**src/rtl/spi_reg_if.sv**
```systemverilog
// spi_reg_if: SPI mode-0 target that turns 1+ADDR_W+REG_W bit frames into
// single-cycle register bank accesses. Every SPI pin is oversampled in clk.
// Optional build macro SPI_FRAME_ERR_EN adds the frame_err output.
module spi_reg_if #(
  parameter int unsigned REG_W       = 8,
  parameter int unsigned ADDR_W      = 7,
  parameter int unsigned SYNC_STAGES = 2
) (
  input  logic              clk,
  input  logic              rstb,
  input  logic              ena,
  input  logic              spi_cs_n,
  input  logic              spi_sclk,
  input  logic              spi_mosi,
  output logic              spi_miso,
  output logic              wr_rdn,
  output logic [ADDR_W-1:0] addr,
  output logic [REG_W-1:0]  wdata,
  output logic              we,
  input  logic [REG_W-1:0]  rdata
`ifdef SPI_FRAME_ERR_EN
  ,
  output logic              frame_err
`endif
);

  localparam int unsigned FRAME_W = 1 + ADDR_W + REG_W;
  localparam int unsigned CNT_W   = $clog2(FRAME_W + 1);

  typedef enum logic [1:0] {
    S_IDLE,
    S_CMD,
    S_DATA,
    S_DONE
  } state_t;

  state_t                 r_state;
  state_t                 w_state_nxt;

  logic [SYNC_STAGES-1:0] r_cs_sync;
  logic [SYNC_STAGES-1:0] r_sclk_sync;
  logic [SYNC_STAGES-1:0] r_mosi_sync;
  logic                   r_sclk_d;

  logic                   w_cs_n;
  logic                   w_sclk;
  logic                   w_mosi;
  logic                   w_rise;
  logic                   w_fall;
  logic                   w_abort;
  logic                   w_addr_done;
  logic                   w_frame_done;

  logic [CNT_W-1:0]       r_cnt;
  logic                   r_wr_rdn;
  logic [ADDR_W-1:0]      r_addr;
  logic [REG_W-1:0]       r_wdata;
  logic                   r_we;
  logic [REG_W-2:0]       r_data_sr;
  logic [REG_W-1:0]       w_data_nxt;
  logic [REG_W-1:0]       r_miso_sr;
  logic                   r_load;

  assign w_cs_n     = r_cs_sync[SYNC_STAGES-1];
  assign w_sclk     = r_sclk_sync[SYNC_STAGES-1];
  assign w_mosi     = r_mosi_sync[SYNC_STAGES-1];
  assign w_rise     = w_sclk & ~r_sclk_d;
  assign w_fall     = ~w_sclk & r_sclk_d;
  assign w_data_nxt = {r_data_sr, w_mosi};

  // Synchronize the SPI pins into clk and keep a delayed sclk for edge detect
  always_ff @(posedge clk or negedge rstb) begin
    if (!rstb) begin
      r_cs_sync   <= '1;
      r_sclk_sync <= '0;
      r_mosi_sync <= '0;
      r_sclk_d    <= 1'b0;
    end else begin
      r_cs_sync   <= {r_cs_sync[SYNC_STAGES-2:0], spi_cs_n};
      r_sclk_sync <= {r_sclk_sync[SYNC_STAGES-2:0], spi_sclk};
      r_mosi_sync <= {r_mosi_sync[SYNC_STAGES-2:0], spi_mosi};
      r_sclk_d    <= w_sclk;
    end
  end

  // FSM state register
  always_ff @(posedge clk or negedge rstb) begin
    if (!rstb) begin
      r_state <= S_IDLE;
    end else begin
      r_state <= w_state_nxt;
    end
  end

  // FSM next state plus the address-complete / frame-complete qualifiers
  always_comb begin
    w_state_nxt  = r_state;
    w_abort      = (r_state != S_IDLE) && (w_cs_n || !ena);
    w_addr_done  = 1'b0;
    w_frame_done = 1'b0;
    case (r_state)
      S_IDLE: begin
        if (!w_cs_n && ena) w_state_nxt = S_CMD;
      end
      S_CMD: begin
        if (w_abort) begin
          w_state_nxt = S_IDLE;
        end else if (w_rise && (r_cnt == CNT_W'(ADDR_W))) begin
          w_addr_done = 1'b1;
          w_state_nxt = S_DATA;
        end
      end
      S_DATA: begin
        if (w_abort) begin
          w_state_nxt = S_IDLE;
        end else if (w_rise && (r_cnt == CNT_W'(FRAME_W - 1))) begin
          w_frame_done = 1'b1;
          w_state_nxt  = S_DONE;
        end
      end
      S_DONE: begin
        if (w_abort) w_state_nxt = S_IDLE;
      end
      default: w_state_nxt = S_IDLE;
    endcase
  end

  // Frame datapath: bit counter, command/address capture, data shift,
  // write strobe and MISO shifter. The fall that directly follows the last
  // address rise must not shift MISO, so shifting waits for the first data rise.
  always_ff @(posedge clk or negedge rstb) begin
    if (!rstb) begin
      r_cnt     <= '0;
      r_wr_rdn  <= 1'b0;
      r_addr    <= '0;
      r_wdata   <= '0;
      r_we      <= 1'b0;
      r_data_sr <= '0;
      r_miso_sr <= '0;
      r_load    <= 1'b0;
    end else begin
      r_we   <= 1'b0;
      r_load <= 1'b0;
      case (r_state)
        S_IDLE: begin
          r_cnt     <= '0;
          r_miso_sr <= '0;
        end
        S_CMD: begin
          if (!w_abort && w_rise) begin
            r_cnt <= r_cnt + 1'b1;
            if (r_cnt == '0) begin
              r_wr_rdn <= w_mosi;
            end else begin
              r_addr <= {r_addr[ADDR_W-2:0], w_mosi};
            end
            if (w_addr_done) r_load <= ~r_wr_rdn;
          end
        end
        S_DATA: begin
          if (!w_abort) begin
            if (r_load) begin
              r_miso_sr <= rdata;
            end else if (w_fall && (r_cnt > CNT_W'(ADDR_W + 1))) begin
              r_miso_sr <= {r_miso_sr[REG_W-2:0], 1'b0};
            end
            if (w_rise) begin
              r_cnt     <= r_cnt + 1'b1;
              r_data_sr <= w_data_nxt[REG_W-2:0];
              if (w_frame_done && r_wr_rdn) begin
                r_wdata <= w_data_nxt;
                r_we    <= 1'b1;
              end
            end
          end
        end
        default: begin
        end
      endcase
    end
  end

`ifdef SPI_FRAME_ERR_EN
  logic r_frame_err;

  // Sticky error: chip select lost mid-frame, or clock rises past the frame end
  always_ff @(posedge clk or negedge rstb) begin
    if (!rstb) begin
      r_frame_err <= 1'b0;
    end else if (w_frame_done) begin
      r_frame_err <= 1'b0;
    end else if (((r_state == S_CMD) || (r_state == S_DATA)) && w_cs_n) begin
      r_frame_err <= 1'b1;
    end else if ((r_state == S_DONE) && !w_abort && w_rise) begin
      r_frame_err <= 1'b1;
    end
  end

  assign frame_err = r_frame_err;
`endif

  assign wr_rdn   = r_wr_rdn;
  assign addr     = r_addr;
  assign wdata    = r_wdata;
  assign we       = r_we;
  assign spi_miso = ((r_state == S_DATA) && !r_wr_rdn) ? r_miso_sr[REG_W-1] : 1'b0;

endmodule

```
**config.mk**
```make
export PLATFORM = sky130hd
export DESIGN_NAME = spi_reg_if
export DESIGN_NICKNAME = d
export VERILOG_FILES = /design/src/rtl/spi_reg_if.sv
export SDC_FILE = /design/constraint.sdc
export NUM_CORES = 1
export LEC_CHECK = 0
export BUFFER_PORTS_ARGS = -buffer_cell sky130_fd_sc_hd__buf_2
export CELL_PAD_IN_SITES_DETAIL_PLACEMENT = 0
export CELL_PAD_IN_SITES_GLOBAL_PLACEMENT = 1
export CORE_MARGIN = 5
export CORE_UTILIZATION = 41
export DETAILED_ROUTE_END_ITERATION = 10
export GPL_TIMING_DRIVEN = 0
export PLACE_DENSITY_LB_ADDON = 0.1
export REMOVE_ABC_BUFFERS = 1
export SLEW_MARGIN = 25
export SYNTH_ARGS = -nofsm -noshare
export SYNTH_HDL_FRONTEND = slang
export SYNTH_SLANG_ARGS = --single-unit
```
**constraint.sdc**
```tcl
create_clock -name clk -period 1.8 [get_ports clk]
set_clock_uncertainty 0.05 [all_clocks]
set_input_delay 0.45 -clock clk [delete_from_list [all_inputs] [get_ports clk]]
set_output_delay 0.45 -clock clk [all_outputs]
set_load 0.02 [all_outputs]
```
After elaboration in Yosys (flattened, before gate mapping). Index checks and enable logic that the tools add are counted.

Flip-flop bits (word level): 47. Input bits: 14. Output and inout bits: 18. Logic and storage cells: 89.

Add/subtract/negate cells: 1. Order comparisons: 1. Eq/ne operators: 13. Multiplexer cells: 29. Bitwise operators: 7. Reductions and logical operators: 25.

Operators by type and width (number): 2-to-1 mux 8 bit (3); case mux 8 bit (2 select lines) (1); 2-to-1 mux 5 bit (3); case mux 5 bit (3 select lines) (1); 2-to-1 mux 1 bit (14); 2-to-1 mux 2 bit (6); AND reduction 3 bit (4); AND reduction 4 bit (3); inequality test 2 bit, second input constant (5); inequality test 3 bit, second input constant (3); logical AND 1 bit (8); case mux 2 bit (4 select lines) (1); adder 5 x 1 -> 5 bit, second input constant (1); == test 5 x 3 -> 1 bit, second input constant (1); == test 5 x 4 -> 1 bit, second input constant (1); greater-than comparator 5 x 4 -> 1 bit, second input constant (1); zero test 5 bit (1); inverter 1 bit (5); == test 2 bit, second input constant (2); zero test 1 bit (4); nonzero test 2 bit (2); nonzero test 3 bit (1); AND 1 bit (2); == test 2 x 1 -> 1 bit, second input constant (1); other kinds (2) (2).

Logic depth before layout (Yosys ltp).
Depth in word-level cells: 11. Gate-level depth with buffers: 7.

Worst setup path after synthesis. OpenSTA, ideal clock, no wires.

Kind: flip-flop to flip-flop. Start point: reg r_state[0]. End point: reg r_wdata[0] (netlist: wdata[0]). Setup time: 0.125 ns. Data arrival time: 1.626 ns. Required time: 1.625 ns. Setup slack: -0.001 ns. Cell stages (with the launch flop): 8. Buffers on the path: 1. Clock period less this slack: 1.801 ns. Cells stage by stage: dfrtp_1 inv_1 ha_1 or2_4 nand3_4 or2_1 buf_6 mux2_4.

Cells in the longest elaborated chain, start to end: 6.

Ends and longest elaborated chain: start: declaration (RTL line 37) `state_t r_state;`; start signal: assignment (RTL line 91) `r_state <= w_state_nxt;`; nonzero test 2 bit (RTL line 98) `w_abort = (r_state != S_IDLE) && (w_cs_n || !ena);`; logical AND 1 bit (RTL line 98); 2-to-1 mux 1 bit (RTL line 114) `if (w_abort) begin`; 2-to-1 mux 1 bit (RTL line 101) `case (r_state)`; logical AND 1 bit (RTL line 170) `if (w_frame_done && r_wr_rdn) begin`; AND reduction 4 bit (no line) *; end signal: assignment (RTL line 171) `r_wdata <= w_data_nxt;`; end: declaration (RTL line 57) `logic [REG_W-1:0] r_wdata;`.

Mark *: on every way between the ends. The rest lies on a longest branch, timed or not. A chain may end at the register's enable or synchronous reset.

Final worst setup path.
Start point: reg r_cnt[1]. End point: reg r_addr[4] (netlist: addr[4]).

Cells in the longest elaborated chain, start to end: 3.

Ends and longest elaborated chain: start: declaration (RTL line 54) `logic [CNT_W-1:0] r_cnt;`; start signal: assignment (RTL line 151) `r_cnt <= r_cnt + 1'b1;`; start signal: assignment (RTL line 168) `r_cnt <= r_cnt + 1'b1;`; zero test 5 bit (RTL line 152) `if (r_cnt == '0) begin`; inverter 1 bit (no line); AND reduction 3 bit (no line); end signal: assignment (RTL line 155) `r_addr <= {r_addr[ADDR_W-2:0], w_mosi};`; end: declaration (RTL line 56) `logic [ADDR_W-1:0] r_addr;`.

No other way between the ends.

==> flow_summary.json <==
{
  "yosys-top-cells-count": "dfrtp_1, mux2_2, nand2_1",
  "synth_top_area_share_pct": 52.0,
  "cts.reportedPaths.clkPinSlew_ns": 0.09,
  "die_area_um2": 6840,
  "finalSetupViolCount": 4,
  "start_util_pct": 42.4,
  "ir_drop_v": 0.000617,
  "fin_crit_ns": 1.81,
  "drt_wl_total_um": 4360,
  "die_h_um": 82.7,
  "syn2layout_area_growth_pct": 30.2,
  "cts_sinks": 47,
  "clock_latency_ns": 0.29,
  "fin_crit_sh_pct": 100,
  "ys_ff_latch": 47,
  "cap_violations": 0,
  "cts_buffers": 5,
  "yosysTopAreaCell": "dfrtp_1",
  "io_buffer_count": 31,
  "grtUsageMet3_pct": 4.23,
  "syn_area_um2": 2170,
  "worstMarginPinSlew_ns": 0.578,
  "synth-edff-count": 0,
  "cp.required_ns": 1.94,
  "async_flop_share_pct": 100,
  "clockRootBuffer": "clkbuf_8",
  "cts_tree": "done",
  "crit_start": "r_cnt[1]",
  "rsz0062_at_grt": "true",
  "critPathArrivalTime_ns": 1.95,
  "r2r_start": "r_cnt[1]",
  "ys_warn_count": 0,
  "top_usage_layer": "met2",
  "crit_type": "flip-flop to flip-flop",
  "die_x_um": 82.7,
  "cts-hold-fix-buffers": 0,
  "grt_pass1_wl_um": 7050,
  "hold_path.class": "primary input to async pin",
  "first_pass_iters": 4,
  "dr.first_iter.drc_count": 33,
  "avgSynthCellArea_um2": 13.0,
  "final_area_um2": 2820,
  "violations": "setup timing",
  "hpwl_um": 2870,
  "globalRouteMet1Util_pct": 16.7,
  "drive_above_1_share_pct": 51.8,
  "antenna_found_initial": 0,
  "p_leak_uw": 0.00141,
  "hold_viol_final": 0,
  "grt_max_degree": 48,
  "antenna_cells": 0,
  "io-pin-count": 32,
  "gr-usage-met2_pct": 23.1,
  "drv_slew": 0,
  "clock_path_buffers": 2,
  "synthTopCellsByArea": "dfrtp_1, mux2_2, mux2_4, ha_1, mux2i_1",
  "dpl_cell_area_um2": 2380,
  "core_area_um2": 5110,
  "yosys_most_used_dff": "dfrtp_1",
  "antenna_left": 0,
  "seq_area_frac_synth_pct": 54.4,
  "register_area_um2": 1180,
  "viasPerCell": 5.00,
  "powerDensity_nw_per_um2": 1180,
  "n_fill_cell": 451,
  "multi_input_area_um2": 1080,
  "wl_per_cell_um": 14.7,
  "ys_types": 42,
  "synth_most_common_cell": "dfrtp_1",
  "route.vias.total": 1480,
  "final_core_util_pct": 55.2,
  "gp_congestion": 0.751,
  "globalRouteOverflowTotal": 0,
  "grt_pass1_vias": 1496,
  "htree_levels": 2,
  "worst_slack_ns": -0.00837,
  "cp-end-kind": "flip-flop",
  "max-slew-margin-rel_pct": 61.5,
  "outcome": "complete, but fails checks",
  "drc": 0,
  "nNetsFinal": 248,
  "crit_path_max_fanout": 7,
  "netlist_instances": 167,
  "startpoint_type": "flip-flop",
  "rows": 26,
  "grtUsageTotal_pct": 13.6,
  "clock.fmax_mhz": 553
}
state kept, by name, indices dropped and copies added (netlist names):
name         flops
r_state          2
r_cs_sync        2
r_mosi_sync      2
wr_rdn           1
r_data_sr        7
r_cnt            5
r_load           1
we               1
r_sclk_sync      2
addr             7
wdata            8
r_miso_sr        8
r_sclk_d         1
repair_timing:
| item | in CTS | in global routing |
|---|---|---|
| setup endpoints to repair | 39 | 28 |
| resized for setup | 18 | 22 |
| setup buffers | 13 | 11 |
| pin swaps | 8 | 8 |
| gates cloned | 1 | 0 |
stage by stage:
step                std cells  hold slack [ns]  worst slack [ns]  power [µW]  setup TNS [ns]
CTS                       285            0.193           -0.0226        3060          -0.114
finish                    296            0.104          -0.00837        3340         -0.0211
floorplan                 162            0.104            -0.202        1960           -1.68
global placement          263            0.284            -0.482        2190           -6.58
detailed placement        263            0.285            -0.584        2230           -8.51
global route              296            0.147           -0.0692        3580          -0.797
final timing paths:
kind,end,slack [ns],cells past startpoint
worst max-delay path,addr[4],-0.008,6
worst min-delay path,r_miso_sr[2],0.10,1
worst max register to register,addr[4],-0.008,6
worst min register to register,r_mosi_sync[1],0.30,0
max in group asynchronous,r_state[1],1.19,1
min in group clk,r_mosi_sync[0],0.21,1
logic make-up after synthesis:
kind of cell | synth area share [%]
buf+inv | 3.06
flops | 54.4
fa+ha+maj | 5.20
mux | 17.1
simple gates | 11.8
compound gates | 8.49
worst max-delay path, stage by stage, from the launching register on:
cell      delay (ns)
dfrtp_1         0.44
inv_2           0.10
ha_4            0.14
nand2b_4        0.06
or3_4           0.41
nand4_4         0.18
mux2_4          0.32
routing by layer:
metal  routed length, µm  part of all wire, %
met1                1940                   44
met2                2180                   50
met3                 213                  4.9
met4                  25                 0.57
met5                   0                    0
where the power goes:
group / total, µW / switching [µW] / leakage [µW] / internal, µW
registers: 1350 / 148 / 0.000622 / 1200
clock network: 617 / 342 / 0.0000452 / 274
logic: 1380 / 680 / 0.000743 / 696
total: 3340 / 1170 / 0.00141 / 2170
layout by cell type, fill, tap and decap left out, types with 3 or more instances in the layout:
master	synthesis	final
dfrtp_1	45	44
buf_2	2	29
buf_4	1	23
mux2_4	8	15
nand2_1	11	11
mux2_2	16	9
mux2i_1	7	7
nor2_1	6	6
o2bb2ai_1	6	6
inv_1	9	5
nand3_1	5	5
o21ai_0	5	5
clkbuf_8	0	5
inv_2	0	4
ha_4	0	4
or2_4	1	3
nand4_1	3	3
ha_1	9	3
area by class of cell:
type	count	share of cell area, %
flip-flops and latches	47	41.8
multi-input cells	107	38.2
inverters	9	1.20
repair buffers	55	12.6
clock inverters	2	0.488
clock buffers	6	2.57
well taps	70	3.10
Note: power is estimated with default switching activity, not from simulation.
